File: config.mk
export PLATFORM = sky130hd
export DESIGN_NAME = uart_baud_gen_flat
export DESIGN_NICKNAME = d
export VERILOG_FILES = /design/src/rtl/uart_pkg.sv /design/src/rtl/uart_baud_gen_if.sv /design/src/rtl/uart_baud_chan.sv /design/src/rtl/uart_baud_gen.sv /design/src/flat_wrapper.sv
export SDC_FILE = /design/constraint.sdc
export NUM_CORES = 1
export LEC_CHECK = 0
export BUFFER_PORTS_ARGS = -buffer_cell sky130_fd_sc_hd__buf_2
export CELL_PAD_IN_SITES_DETAIL_PLACEMENT = 2
export CELL_PAD_IN_SITES_GLOBAL_PLACEMENT = 2
export CORE_ASPECT_RATIO = 0.6
export CORE_MARGIN = 4
export CORE_UTILIZATION = 37
export CTS_CLUSTER_DIAMETER = 40
export CTS_CLUSTER_SIZE = 25
export DETAILED_ROUTE_END_ITERATION = 8
export HOLD_SLACK_MARGIN = 0.12
export PLACE_DENSITY_LB_ADDON = 0.1
export SYNTH_ARGS = -nofsm -noshare
export SYNTH_HDL_FRONTEND = slang
export SYNTH_SLANG_ARGS = --single-unit
File: constraint.sdc
create_clock -name clk -period 2.9 [get_ports clk]
set_input_delay 0.29 -clock clk [delete_from_list [all_inputs] [get_ports clk]]
set_output_delay 0.29 -clock clk [all_outputs]
set_load 0.1 [all_outputs]
File: src/rtl/uart_pkg.sv
// uart_pkg: shared definitions for the UART bit-clock generator.
//   - baud_sel_t   : 3-bit rate select code
//   - chan_state_t : per-channel generator state
//   - baud_rate()  : rate select code -> baud rate in bit/s
//   - calc_div()   : system clock / baud rate divisor, rounded and clamped
package uart_pkg;

  typedef logic [2:0] baud_sel_t;

  typedef enum logic [1:0] {
    CH_IDLE = 2'd0,
    CH_LOW  = 2'd1,
    CH_HIGH = 2'd2
  } chan_state_t;

  // Fixed baud table; code 0 is the slowest rate and so gives the largest divisor.
  function automatic int unsigned baud_rate(input baud_sel_t sel);
    int unsigned rate;
    case (sel)
      3'd0:    rate = 32'd9600;
      3'd1:    rate = 32'd19200;
      3'd2:    rate = 32'd38400;
      3'd3:    rate = 32'd57600;
      3'd4:    rate = 32'd115200;
      3'd5:    rate = 32'd230400;
      3'd6:    rate = 32'd460800;
      3'd7:    rate = 32'd921600;
      default: rate = 32'd9600;
    endcase
    return rate;
  endfunction

  // Divisor rounded to nearest and never below min_div, so LOW and HIGH
  // phases are always at least one clock long.
  function automatic int unsigned calc_div(input int unsigned clk_freq,
                                           input int unsigned min_div,
                                           input baud_sel_t   sel);
    int unsigned rate;
    int unsigned div;
    rate = baud_rate(sel);
    div  = (clk_freq + (rate / 32'd2)) / rate;
    if (div < min_div) begin
      div = min_div;
    end else begin
      div = div;
    end
    return div;
  endfunction

endpackage

File: src/rtl/uart_baud_gen_if.sv
// uart_baud_gen_if: connection between the UART transceiver and its bit-clock
// generator.
//   baud_sel                 : rate select (transceiver -> generator)
//   en_tx / en_rx            : channel enables (transceiver -> generator)
//   clk_uart_tx / clk_uart_rx: bit clocks (generator -> transceiver)
//   busy_tx / busy_rx        : channel active flags (generator -> transceiver)
// master = transceiver side, slave = generator side.
interface uart_baud_gen_if;
  import uart_pkg::*;

  baud_sel_t baud_sel;
  logic      en_tx;
  logic      en_rx;
  logic      clk_uart_tx;
  logic      clk_uart_rx;
  logic      busy_tx;
  logic      busy_rx;

  modport master (
    output baud_sel, en_tx, en_rx,
    input  clk_uart_tx, clk_uart_rx, busy_tx, busy_rx
  );

  modport slave (
    input  baud_sel, en_tx, en_rx,
    output clk_uart_tx, clk_uart_rx, busy_tx, busy_rx
  );
endinterface

File: src/rtl/uart_baud_chan.sv
// uart_baud_chan: one gated bit-clock channel.
//   clk, rst : system clock, asynchronous active-high reset
//   en       : channel enable from the transceiver
//   lo, hi   : LOW / HIGH phase lengths in clk cycles, latched at start
//   clk_uart : bit clock; negedge at bit boundary, posedge mid-bit
//   busy     : channel is generating (not IDLE)
module uart_baud_chan
  import uart_pkg::*;
#(
  parameter int unsigned CNT_W = 32'd14
) (
  input  logic             clk,
  input  logic             rst,
  input  logic             en,
  input  logic [CNT_W-1:0] lo,
  input  logic [CNT_W-1:0] hi,
  output logic             clk_uart,
  output logic             busy
);

  localparam logic [CNT_W-1:0] CNT_ZERO = CNT_W'(1'b0);
  localparam logic [CNT_W-1:0] CNT_ONE  = CNT_W'(1'b1);

  chan_state_t      state_r;
  logic [CNT_W-1:0] cnt_r;
  logic [CNT_W-1:0] lo_r;
  logic [CNT_W-1:0] hi_r;
  logic             clk_uart_r;
  logic             busy_r;

  assign clk_uart = clk_uart_r;
  assign busy     = busy_r;

  // Phase sequencer: IDLE -> LOW -> HIGH -> LOW ...; a LOW phase always runs
  // to completion so the bit clock never produces a short pulse.
  always_ff @(posedge clk or posedge rst) begin
    if (rst) begin
      state_r    <= CH_IDLE;
      cnt_r      <= CNT_ZERO;
      lo_r       <= CNT_ZERO;
      hi_r       <= CNT_ZERO;
      clk_uart_r <= 1'b1;
      busy_r     <= 1'b0;
    end else begin
      case (state_r)
        CH_IDLE: begin
          cnt_r <= CNT_ZERO;
          if (en) begin
            // Rate is frozen here; later baud_sel changes wait for the next start.
            lo_r       <= lo;
            hi_r       <= hi;
            clk_uart_r <= 1'b0;
            busy_r     <= 1'b1;
            state_r    <= CH_LOW;
          end else begin
            clk_uart_r <= 1'b1;
            busy_r     <= 1'b0;
            state_r    <= CH_IDLE;
          end
        end
        CH_LOW: begin
          if (cnt_r == (lo_r - CNT_ONE)) begin
            clk_uart_r <= 1'b1;
            cnt_r      <= CNT_ZERO;
            if (en) begin
              busy_r  <= 1'b1;
              state_r <= CH_HIGH;
            end else begin
              busy_r  <= 1'b0;
              state_r <= CH_IDLE;
            end
          end else begin
            cnt_r <= cnt_r + CNT_ONE;
          end
        end
        CH_HIGH: begin
          if (!en) begin
            // Output is already high, so stopping here adds no edge.
            clk_uart_r <= 1'b1;
            cnt_r      <= CNT_ZERO;
            busy_r     <= 1'b0;
            state_r    <= CH_IDLE;
          end else if (cnt_r == (hi_r - CNT_ONE)) begin
            clk_uart_r <= 1'b0;
            cnt_r      <= CNT_ZERO;
            state_r    <= CH_LOW;
          end else begin
            cnt_r <= cnt_r + CNT_ONE;
          end
        end
        default: begin
          clk_uart_r <= 1'b1;
          cnt_r      <= CNT_ZERO;
          busy_r     <= 1'b0;
          state_r    <= CH_IDLE;
        end
      endcase
    end
  end

endmodule

File: src/rtl/uart_baud_gen.sv
// uart_baud_gen: TX/RX bit-clock generator for the UART transceiver.
//   clk, rst : system clock (CLK_FREQ Hz), asynchronous active-high reset
//   bus      : uart_baud_gen_if.slave
//                baud_sel -> rate table index
//                en_tx/en_rx -> start/stop each channel
//                clk_uart_tx/clk_uart_rx, busy_tx/busy_rx <- registered outputs
// Both channels share the rate decode but are otherwise independent.
module uart_baud_gen
  import uart_pkg::*;
#(
  parameter int unsigned CLK_FREQ = 32'd100_000_000,
  parameter int unsigned MIN_DIV  = 32'd2
) (
  input  logic            clk,
  input  logic            rst,
  uart_baud_gen_if.slave  bus
);

  // Slowest rate gives the largest divisor and so sets the counter width.
  localparam int unsigned MAX_DIV = calc_div(CLK_FREQ, MIN_DIV, 3'd0);
  localparam int unsigned CNT_W   = (MAX_DIV > 32'd2) ? $clog2(MAX_DIV) : 32'd1;

  logic [31:0]      div_s;
  logic [CNT_W-1:0] lo_s;
  logic [CNT_W-1:0] hi_s;

  // Rate decode: every table entry is a constant, so this reduces to a mux.
  always_comb begin
    div_s = calc_div(CLK_FREQ, MIN_DIV, 3'd0);
    case (bus.baud_sel)
      3'd0:    div_s = calc_div(CLK_FREQ, MIN_DIV, 3'd0);
      3'd1:    div_s = calc_div(CLK_FREQ, MIN_DIV, 3'd1);
      3'd2:    div_s = calc_div(CLK_FREQ, MIN_DIV, 3'd2);
      3'd3:    div_s = calc_div(CLK_FREQ, MIN_DIV, 3'd3);
      3'd4:    div_s = calc_div(CLK_FREQ, MIN_DIV, 3'd4);
      3'd5:    div_s = calc_div(CLK_FREQ, MIN_DIV, 3'd5);
      3'd6:    div_s = calc_div(CLK_FREQ, MIN_DIV, 3'd6);
      3'd7:    div_s = calc_div(CLK_FREQ, MIN_DIV, 3'd7);
      default: div_s = calc_div(CLK_FREQ, MIN_DIV, 3'd0);
    endcase
  end

  // Odd divisors put the extra clock in HIGH so the posedge stays at mid-bit.
  assign lo_s = CNT_W'(div_s >> 1);
  assign hi_s = CNT_W'(div_s - (div_s >> 1));

  uart_baud_chan #(
    .CNT_W (CNT_W)
  ) u_chan_tx (
    .clk      (clk),
    .rst      (rst),
    .en       (bus.en_tx),
    .lo       (lo_s),
    .hi       (hi_s),
    .clk_uart (bus.clk_uart_tx),
    .busy     (bus.busy_tx)
  );

  uart_baud_chan #(
    .CNT_W (CNT_W)
  ) u_chan_rx (
    .clk      (clk),
    .rst      (rst),
    .en       (bus.en_rx),
    .lo       (lo_s),
    .hi       (hi_s),
    .clk_uart (bus.clk_uart_rx),
    .busy     (bus.busy_rx)
  );

endmodule

File: src/flat_wrapper.sv
// flat-port wrapper written by rule: the top's interface ports become plain ports
module uart_baud_gen_flat import uart_pkg::*;
#(
  parameter int unsigned CLK_FREQ = 32'd100_000_000,
  parameter int unsigned MIN_DIV  = 32'd2
)
  (clk, rst, bus_baud_sel, bus_en_tx, bus_en_rx, bus_clk_uart_tx, bus_clk_uart_rx, bus_busy_tx, bus_busy_rx);
  uart_baud_gen_if bus_i ();
  input  logic clk;
  input  logic rst;
  input wire logic [$bits(bus_i.baud_sel)-1:0] bus_baud_sel;
  input wire logic [$bits(bus_i.en_tx)-1:0] bus_en_tx;
  input wire logic [$bits(bus_i.en_rx)-1:0] bus_en_rx;
  output wire logic [$bits(bus_i.clk_uart_tx)-1:0] bus_clk_uart_tx;
  output wire logic [$bits(bus_i.clk_uart_rx)-1:0] bus_clk_uart_rx;
  output wire logic [$bits(bus_i.busy_tx)-1:0] bus_busy_tx;
  output wire logic [$bits(bus_i.busy_rx)-1:0] bus_busy_rx;
  assign bus_i.baud_sel = bus_baud_sel;
  assign bus_i.en_tx = bus_en_tx;
  assign bus_i.en_rx = bus_en_rx;
  assign bus_clk_uart_tx = bus_i.clk_uart_tx;
  assign bus_clk_uart_rx = bus_i.clk_uart_rx;
  assign bus_busy_tx = bus_i.busy_tx;
  assign bus_busy_rx = bus_i.busy_rx;
  uart_baud_gen #(.CLK_FREQ(CLK_FREQ), .MIN_DIV(MIN_DIV)) u_core (.clk(clk), .rst(rst), .bus(bus_i));
endmodule
======== Word-level counts from Yosys, hierarchy flattened ========
Memory sizes are Yosys's and may differ from the RTL's.
Cells that the tools add are included.
operators by class
  equal/unequal tests ..................... 14
  reduce and logical (&&, ||, !) cells .... 8
  $add $sub $neg .......................... 7
  muxes and demuxes ....................... 38
operators by type and width
  operator                                              number
  two-way mux 14 bit                                    6
  equality test 14 bit                                  4
  one-hot mux 14 bit (2 select lines)                   2
  subtractor 14 x 1 -> 14 bit (second input constant)   4
  adder 14 x 1 -> 14 bit (second input constant)        2
  two-way mux 1 bit                                     16
  two-way mux 2 bit                                     8
  subtractor 14 bit                                     1
  one-hot mux 1 bit (3 select lines)                    4
  one-hot mux 2 bit (3 select lines)                    2
  AND reduction 2 bit                                   6
  inequality test 2 bit (second input constant)         4
  inequality test 3 bit (second input constant)         2
  equality test 2 x 1 -> 1 bit (second input constant)  2
  equality test 2 bit (second input constant)           2
  logical NOT 2 bit                                     2
word-level totals
  output and inout port bits .............. 4
  flip-flop bits (word level) ............. 92
  bits in read-only memories .............. 112
  memories ................................ 1
  input port bits ......................... 7
  logic and storage cells ................. 80
memories
  memory            depth  bits a word  read ports  clocked after memory_dff  write ports  RTL line             source
  (name not given)  8      14           1           0                         0            uart_baud_gen.sv:30  case (bus.baud_sel)

======== Logic depth before layout (Yosys ltp) ========
Gate-level depths: netlist (run 1).
  depth in word-level cells ............... 5
  gate-level depth with buffers ........... 14
  gate-level depth less buffers ........... 14

======== Modules after synthesis ========
A second synthesis (run 1) with hierarchy kept.
unflattened totals
  cell total of the unflattened synthesis .. 733
  area total of the unflattened synthesis .. 6955.4 µm²
modules (own cells, without submodules)
  module                              cells each  area an instance (µm²)  times used  sequential area each (µm²)
  uart_baud_chan at u_core.u_chan_tx  296         3012.9                  1           1152.4
  uart_baud_chan at u_core.u_chan_rx  291         2902.8                  1           1152.4
  uart_baud_gen                       146         1039.7                  1           0.0

======== Worst setup path before layout (run 1) ========
No wires, ideal clock.
  path kind ............................... in2reg
  start point ............................. input bus_baud_sel[0]
  end point ............................... register u_core.u_chan_tx.hi_r[12]
  arrival ................................. 2.775 ns
  buffers on the path ..................... 0
  path slack .............................. 0.000 ns
  library setup time ...................... 0.125 ns
  cell stages on the path ................. 14
  data required time ...................... 2.775 ns
  path through ............................ inv_1 ha_1 nand2_1 a21boi_0 ha_1 fa_1 nor2_1 o31a_1 o21a_1 o21ai_1 a211oi_1 a2111oi_1 xnor2_1 mux2_2
on the way
  longest elaborated chain between the ends .. 2
RTL lines
  item                      RTL line              source
  start: declaration        flat_wrapper.sv:11    input wire logic [$bits(bus_i.baud_sel)-1:0] bus_baud_sel;
  memory read (8 x 14 bit)  --
  subtractor 14 bit         uart_baud_gen.sv:45   assign hi_s = CNT_W'(div_s - (div_s >> 1));
  end signal: assignment    uart_baud_chan.sv:51  hi_r <= hi;
  end: declaration          uart_baud_chan.sv:27  logic [CNT_W-1:0] hi_r;
No other way between the ends.
A chain may end at the register's enable or synchronous reset.

======== Worst setup path after layout (run 1) ========
  start point ............................. register u_core.u_chan_tx.lo_r[0]
  end point ............................... register u_core.u_chan_tx.cnt_r[0]
on the way
  longest elaborated chain between the ends .. 4
RTL lines
  item                                 RTL line              source
  start: declaration                   uart_baud_chan.sv:26  logic [CNT_W-1:0] lo_r;
  start signal: assignment             uart_baud_chan.sv:50  lo_r <= lo;
  subtractor 14 x 1 -> 14 bit          uart_baud_chan.sv:62  if (cnt_r == (lo_r - CNT_ONE)) begin
  equality test 14 bit                 uart_baud_chan.sv:62
  two-way mux 14 bit                   uart_baud_chan.sv:62
  one-hot mux 14 bit (2 select lines)  uart_baud_chan.sv:45  case (state_r)
  end signal: assignment               uart_baud_chan.sv:73  cnt_r <= cnt_r + CNT_ONE;
  end signal: assignment               uart_baud_chan.sv:88  cnt_r <= cnt_r + CNT_ONE;
  end: declaration                     uart_baud_chan.sv:25  logic [CNT_W-1:0] cnt_r;
No other way between the ends.

==> results.json, run 1 <==
{
  "status": "finished, final reports clean",
  "cp_max_fo": 14,
  "die_h_um": 109,
  "syn_area_um2": 6250,
  "synth_nets": 727,
  "hp-class": "in2reg",
  "cts.clk_slew.worst_paths_ns": 0.08,
  "overflow": 0,
  "synth-edff-count": 0,
  "nets": 802,
  "relSlewSlack_pct": 26.9,
  "insertion_delay_ns": 0.36,
  "die-area_um2": 19100,
  "grt_pass1_wl_mm": 35.1,
  "syn_inst": 690,
  "clock_power_share_pct": 18.7,
  "core-area_um2": 16400,
  "wl_mm": 22.7,
  "clock_sinks": 86,
  "final_layout_size_suffix_gt1_share_pct": 24.8,
  "switchingPower_w": 0.00339,
  "drt-wirelength-per-cell_um": 22.7,
  "syn_area_per_cell_um2": 9.05,
  "finalPower_w": 0.00754,
  "worst_slack_ns": 0.0166,
  "cts_tree": "built",
  "place_ws_ns": -0.305,
  "crit_path_end_kind": "register",
  "yosysMostFrequentCell": "dfrtp_1",
  "area_growth_pct": 23.3,
  "numCtsBuffers": 9,
  "grt_pass1_vias": 5981,
  "p_leak_nw": 3.31,
  "required_ns": 3.15,
  "via_per_inst": 5.52,
  "fin_worst_skew_ns": 0.0149,
  "sw_frac_of_total_pct": 45.0,
  "start_kind": "register",
  "port_buffers": 10,
  "synthTopCellsByArea": "dfrtp_1 (34%), xnor2_1 (8.3%), xor2_1 (6.0%)",
  "intPower_w": 0.00415,
  "clockRootBuffer": "clkbuf_16",
  "async_reset_ff_share_pct": 100,
  "fin_crit_sh_pct": 99.4,
  "cts.path.max_buffers": 2,
  "dr.pass1.iters": 4,
  "regToRegSetupSlack_ns": 0.02,
  "grt_max_degree": 87,
  "ys_seq_area_share_pct": 34.5,
  "synth_commonest_cells": "dfrtp_1 (84), nand2_1 (73), xnor2_1 (59)",
  "drc": 0,
  "tightest_slew_ns": 1.09,
  "finalMaxSlewViolations": 0,
  "period_needed_ns": 2.88,
  "die_x_um": 176,
  "utilization_pct": 47.0,
  "ant_nets": 0,
  "timing.rr.end": "u_core.u_chan_tx.cnt_r[0]",
  "start_util_pct": 38.1,
  "power_density_nw_per_um2": 979,
  "worst_r2r_startpoint": "u_core.u_chan_tx.lo_r[0]",
  "path_class": "reg2reg",
  "drtIter0Drc": 322,
  "tns_ns": 0,
  "comb_power_share_pct": 52.5,
  "antenna_found_initial": 0,
  "rows": 36,
  "critPathCapture": "u_core.u_chan_tx.cnt_r[0]",
  "ys_warn_count": 0,
  "hpwl_mm": 16.6,
  "synth_top_cell_area_share_pct": 33.6,
  "critPathLaunch": "u_core.u_chan_tx.lo_r[0]",
  "synth_ff_type": "dfrtp_1",
  "crit_arrival_ns": 3.13,
  "r2r_cells": 12,
  "vias": 5510,
  "hold_violations": 0,
  "synth_seq_cells": 86,
  "grtUsageTotal_pct": 24.0,
  "fin_area_um2": 7700,
  "seq_power_share_pct": 28.8,
  "yosys.area.top_type": "dfrtp_1",
  "htreeDepth": 3,
  "placed_area_um2": 7020,
  "maxCapViolations": 0,
  "finalSetupViolations": 0,
  "io_pins": 11,
  "vdd.ir_drop.worst_mv": 0.421,
  "gp_congestion": 0.860,
  "antennaDiodeCount": 0,
  "yosysUniqueCellTypes": 86,
  "fmax_mhz": 347
}
[power groups by stage]
stage	clock network [W]	registers, W	logic, W
6_report	0.00141	0.00217	0.00396
5_1_grt	0.00148	0.00223	0.00434
4_1_cts	0.00143	0.00214	0.00361
3_5_place_dp	0	0.00213	0.00350
3_3_place_gp	0	0.00210	0.00329
2_1_floorplan	0	0.00215	0.00226
[final cells by class]
class | instances | area (um^2)
inverters | 41 | 155
flip-flops and latches | 86 | 2160
clock buffers | 9 | 225
multi-input cells | 531 | 4000
fillers | 1807 | 8700
repair buffers | 96 | 747
well taps | 228 | 285
clock inverters | 7 | 125
[repair_timing]
item	CTS	global route
endpoints found under the hold margin	84	0
pin swaps	2	12
hold buffers	1	0
setup buffers	2	11
setup endpoints to repair	33	44
resized for setup	12	42
[worst max-delay path, cell delays in order (launching register included)]
cell and delay, ns:
dfrtp_2 0.48, inv_2 0.11, ha_4 0.14, nor4b_4 0.34, nand4_1 0.16, buf_6 0.16
mux2_2 0.27, mux2i_1 0.20, a21oi_2 0.10, o31a_1 0.34, o21ai_2 0.24, buf_12 0.17
nor2_1 0.05
[layer usage]
| metal | up-vias | share of wire, % | global-route usage (%) |
|---|---|---|---|
| met2 | 89 | 42 | 34.2 |
| met1 | 2847 | 52 | 37.0 |
| met3 | 8 | 5.6 | 6.06 |
| met4 | 0 | 0.51 | 3.73 |
| li1 | 2566 | - | - |
| met5 | - | 0 | 0 |
[kinds of logic after synthesis]
| kind of cell | count (synthesis) | share of synthesized area [%] |
|---|---|---|
| DFF | 86 | 34.5 |
| muxes | 28 | 4.93 |
| buffers and inverters | 73 | 4.81 |
| AOI/OAI and AO/OA | 120 | 13.4 |
| adders and majority gates | 30 | 6.13 |
| xor gates and xnor gates | 102 | 14.3 |
| and+or+nand+nor | 251 | 21.9 |
[worst min-delay path by stage]
| stage | start | endpoint | slack (ns) | depth (start not counted) |
|---|---|---|---|---|
| 6_report | bus_en_tx | u_core.u_chan_tx.state_r[1] | 0.27 | 3 |
| 5_1_grt | bus_en_tx | u_core.u_chan_tx.state_r[1] | 0.30 | 3 |
| 3_3_place_gp | rst | u_core.u_chan_tx.lo_r[11] | 0.43 | 3 |
| 2_1_floorplan | bus_en_tx | u_core.u_chan_tx.state_r[1] | 0.43 | 2 |
| 3_5_place_dp | rst | u_core.u_chan_tx.hi_r[11] | 0.43 | 3 |
| 4_1_cts | bus_en_tx | u_core.u_chan_tx.state_r[1] | 0.27 | 3 |
[cell usage in the layout (no fill, tap or decap), drive strengths merged, types with 3 or more instances in the layout]
cell and count:
a221oi 4, o22ai 4, a211oi 4, nor4 12
xnor2 59, mux2 19, a21o 4, buf 95
a31o 3, dfrtp 84, and4 3, nor2b 5
a2111oi 3, o31ai 4, nor3 19, nand3 23
nor2 60, nand4 17, and3 10, a31oi 4
a21oi 10, mux2i 9, bufinv 3, nand2 74
clkbuf 9, a41oi 3, nand2b 4, xor2 43
nor3b 6, or4 4, o21ai 46, nor4b 3
inv 43, o21a 5, ha 29
[state kept, by name (all words and copies together), names as in the netlist]
| signal | count |
|---|---|
| u_core.u_chan_rx.cnt_r | 14 |
| u_core.u_chan_rx.busy | 1 |
| u_core.u_chan_tx.hi_r | 12 |
| u_core.u_chan_rx.state_r | 2 |
| u_core.u_chan_tx.clk_uart | 1 |
| u_core.u_chan_tx.lo_r | 13 |
| u_core.u_chan_rx.hi_r | 12 |
| u_core.u_chan_rx.lo_r | 13 |
| u_core.u_chan_rx.clk_uart | 1 |
| u_core.u_chan_tx.busy | 1 |
| u_core.u_chan_tx.state_r | 2 |
| u_core.u_chan_tx.cnt_r | 14 |
[stage by stage]
stage | std cells | hold WS (ns)
finish | 998 | 0.274
global route | 998 | 0.296
CTS | 987 | 0.269
detailed placement | 968 | 0.432
global placement | 968 | 0.432
floorplan | 690 | 0.428
(Power assumes the default switching activity.)
==> run 2, diff against run 1 <==
--- a/config.mk
+++ b/config.mk
@@ -10,7 +10,7 @@
 export CELL_PAD_IN_SITES_GLOBAL_PLACEMENT = 2
 export CORE_ASPECT_RATIO = 0.6
 export CORE_MARGIN = 4
-export CORE_UTILIZATION = 37
+export CORE_UTILIZATION = 38
 export CTS_CLUSTER_DIAMETER = 40
 export CTS_CLUSTER_SIZE = 25
 export DETAILED_ROUTE_END_ITERATION = 8
@@ -18,4 +18,5 @@
 export PLACE_DENSITY_LB_ADDON = 0.1
 export SYNTH_ARGS = -nofsm -noshare
 export SYNTH_HDL_FRONTEND = slang
+export SYNTH_HIERARCHICAL = 1
 export SYNTH_SLANG_ARGS = --single-unit
==> results.json, run 2 <==
{
  "syn_area_per_cell_um2": 9.49,
  "htreeDepth": 3,
  "async_reset_ff_share_pct": 100,
  "path_common_cell": "nand4_1",
  "ys_warn_count": 6,
  "via_per_inst": 5.85,
  "layout_common_cells": "dfrtp_1 (90), xnor2_1 (65), buf_4 (65)",
  "critical-path-slowest-cell": "or4b_4",
  "required_ns": 3.19,
  "crit_path_end_kind": "register",
  "io_pins": 11,
  "syn_inst": 733,
  "die_x_um": 183,
  "fmax_mhz": 352,
  "hp-class": "in2async",
  "yosysUniqueCellTypes": 89,
  "holdWs_ns": 0.208,
  "area_growth_pct": 14.9,
  "port_buffers": 10,
  "finalSetupViolations": 0,
  "dr.pass1.iters": 5,
  "grt_max_degree": 47,
  "grt_pass1_wl_mm": 38.3,
  "status": "finished, final reports clean",
  "crit_chain": "inv_1, ha_1, or4b_4, o32ai_2, nand4_1, a211oi_2, nand4_1, or4b_1, nand3_1",
  "ant_nets": 0,
  "timing.rr.end": "u_core/u_chan_rx/busy",
  "core-area_um2": 17500,
  "synth_ff_type": "dfrtp_1",
  "fin_crit_sh_pct": 97.9,
  "holdBufCountCts": 0,
  "synth_seq_cells": 92,
  "synth_top_cell_area_share_pct": 32.4,
  "fin_cells": 1011,
  "clock_sinks": 92,
  "final_layout_size_suffix_gt1_share_pct": 25.2,
  "intPower_w": 0.00393,
  "hpwl_mm": 18.5,
  "period_needed_ns": 2.84,
  "numCtsBuffers": 9,
  "crit_arrival_ns": 3.13,
  "switchingPower_w": 0.00298,
  "cts_tree": "built",
  "dp.cells": 992,
  "tightest_slew_ns": 1.09,
  "path_class": "reg2reg",
  "finalMaxSlewViolations": 0,
  "drtIter0Drc": 487,
  "insertion_delay_ns": 0.35,
  "wl_mm": 24.4,
  "start_kind": "register",
  "sw_frac_of_total_pct": 43.1,
  "placed_area_um2": 7550,
  "synth_commonest_cells": "dfrtp_1 (90), xnor2_1 (65), mux2_2 (58)",
  "die-area_um2": 20600,
  "comb_power_share_pct": 51.0,
  "vdd.ir_drop.worst_mv": 0.342,
  "start_util_pct": 39.6,
  "ys_seq_area_share_pct": 33.1,
  "syn_area_um2": 6960,
  "fin_area_um2": 7990,
  "relSlewSlack_pct": 27.4,
  "antenna_found_initial": 1,
  "cts.clk_slew.worst_paths_ns": 0.07,
  "finalPower_w": 0.00690,
  "vias": 5914,
  "cts.path.max_buffers": 2,
  "cp_max_fo": 5,
  "maxCapViolations": 0,
  "drc": 0,
  "hold_violations": 0,
  "regToRegSetupSlack_ns": 0.06,
  "fin_worst_skew_ns": 0.00843,
  "rows": 37,
  "fill_cells": 1855,
  "seq_power_share_pct": 30.7,
  "worst_r2r_startpoint": "u_core/u_chan_rx/lo_r[0]",
  "p_leak_nw": 3.25,
  "power_density_nw_per_um2": 864,
  "overflow": 0,
  "drt-wirelength-per-cell_um": 24.2,
  "antennaDiodeCount": 0,
  "nets": 808,
  "clock_power_share_pct": 18.3,
  "grt_pass1_vias": 6323,
  "layout_commonest_cell": "dfrtp_1",
  "die_h_um": 113,
  "yosys.area.top_type": "dfrtp_1",
  "grtUsageTotal_pct": 23.8,
  "gp_congestion": 0.882,
  "r2r_cells": 9,
  "yosysMostFrequentCell": "dfrtp_1",
  "synthTopCellsByArea": "dfrtp_1 (32%), mux2_2 (9.4%), xnor2_1 (8.2%)",
  "max_stage_delay_ns": 0.53,
  "synth-edff-count": 0,
  "clockRootBuffer": "clkbuf_16"
}
## run 2: cell types whose count changed after synthesis, moves of 8 or more
cell,before,now
o21ai_0,44,11
nand2_1,73,38
mux2_2,17,58
nor3b_1,4,17
nor2_1,58,50
clkbuf_1,21,30
## run 2: worst max path at each step
| stage | from | to | cells after the start |
|---|---|---|---|
| 6_report | u_core/u_chan_rx/lo_r[0] | u_core/u_chan_rx/busy | 9 |
| 2_1_floorplan | bus_baud_sel[1] | u_core/u_chan_rx/hi_r[8] | 15 |
| 3_3_place_gp | bus_baud_sel[0] | u_core/u_chan_rx/hi_r[13] | 12 |
| 5_1_grt | u_core/u_chan_rx/lo_r[0] | u_core/u_chan_rx/busy | 9 |
| 4_1_cts | u_core/u_chan_rx/hi_r[1] | u_core/u_chan_rx/cnt_r[1] | 9 |
| 3_5_place_dp | bus_baud_sel[0] | u_core/u_chan_rx/hi_r[7] | 13 |
## run 2: power by group through the flow
stage                     logic, W  registers (W)  clock network (W)
final                      0.00352        0.00212            0.00126
after global routing       0.00380        0.00218            0.00134
after CTS                  0.00342        0.00211            0.00130
after detailed placement   0.00337        0.00213                  0
after global placement     0.00317        0.00209                  0
after floorplan            0.00217        0.00222                  0
## run 2: per-stage QoR
stage	setup TNS (ns)	util (%)	worst slack (ns)
finish	0	45.6	0.0621
global route	-0.770	45.6	-0.0713
CTS	0	44.9	0.000991
detailed placement	-0.732	43.1	-0.117
global placement	-0.139	43.1	-0.0698
floorplan	0	-	0.0997
## run 2: critical path, delay by kind of cell, from the launching register on
| family | cells | cell delay [ns] |
|---|---|---|
| AOI/OAI and AO/OA | 2 | 0.55 |
| and+or+nand+nor | 5 | 1.48 |
| DFF | 1 | 0.44 |
| buffers and inverters | 1 | 0.09 |
| adders and majority gates | 1 | 0.21 |
## run 2: per-layer routing
metal / GRT usage [%] / routed length, um
met1: 37.6 / 12600
met3: 3.21 / 1150
met5: 0 / 0
met4: 3.40 / 155
met2: 35.3 / 10500
## run 2: logic make-up after synthesis
family / Yosys count / share of synthesized area, %
xor gates and xnor gates: 111 / 14.1
AOI/OAI and AO/OA: 111 / 11.9
buffers and inverters: 85 / 5.50
other: 1 / 0.0539
muxes: 64 / 10.4
and+or+nand+nor: 240 / 19.7
adders and majority gates: 29 / 5.22
DFF: 92 / 33.1
## run 2: cell type report
cell class | instances | area [um^2] | area share [%]
clock buffers | 10 | 239 | 2.99
clock inverters | 6 | 70.1 | 0.877
inverters | 36 | 135 | 1.69
multi-input cells | 557 | 4390 | 55.0
flip-flops and latches | 92 | 2300 | 28.8
well taps | 234 | 293 | 3.66
repair buffers | 76 | 558 | 6.98
## run 2: repair_timing
action                                  CTS  global route
pin swaps                                 3             4
endpoints found under the setup margin   11            40
setup buffers                             0             3
resized for setup                         3            16
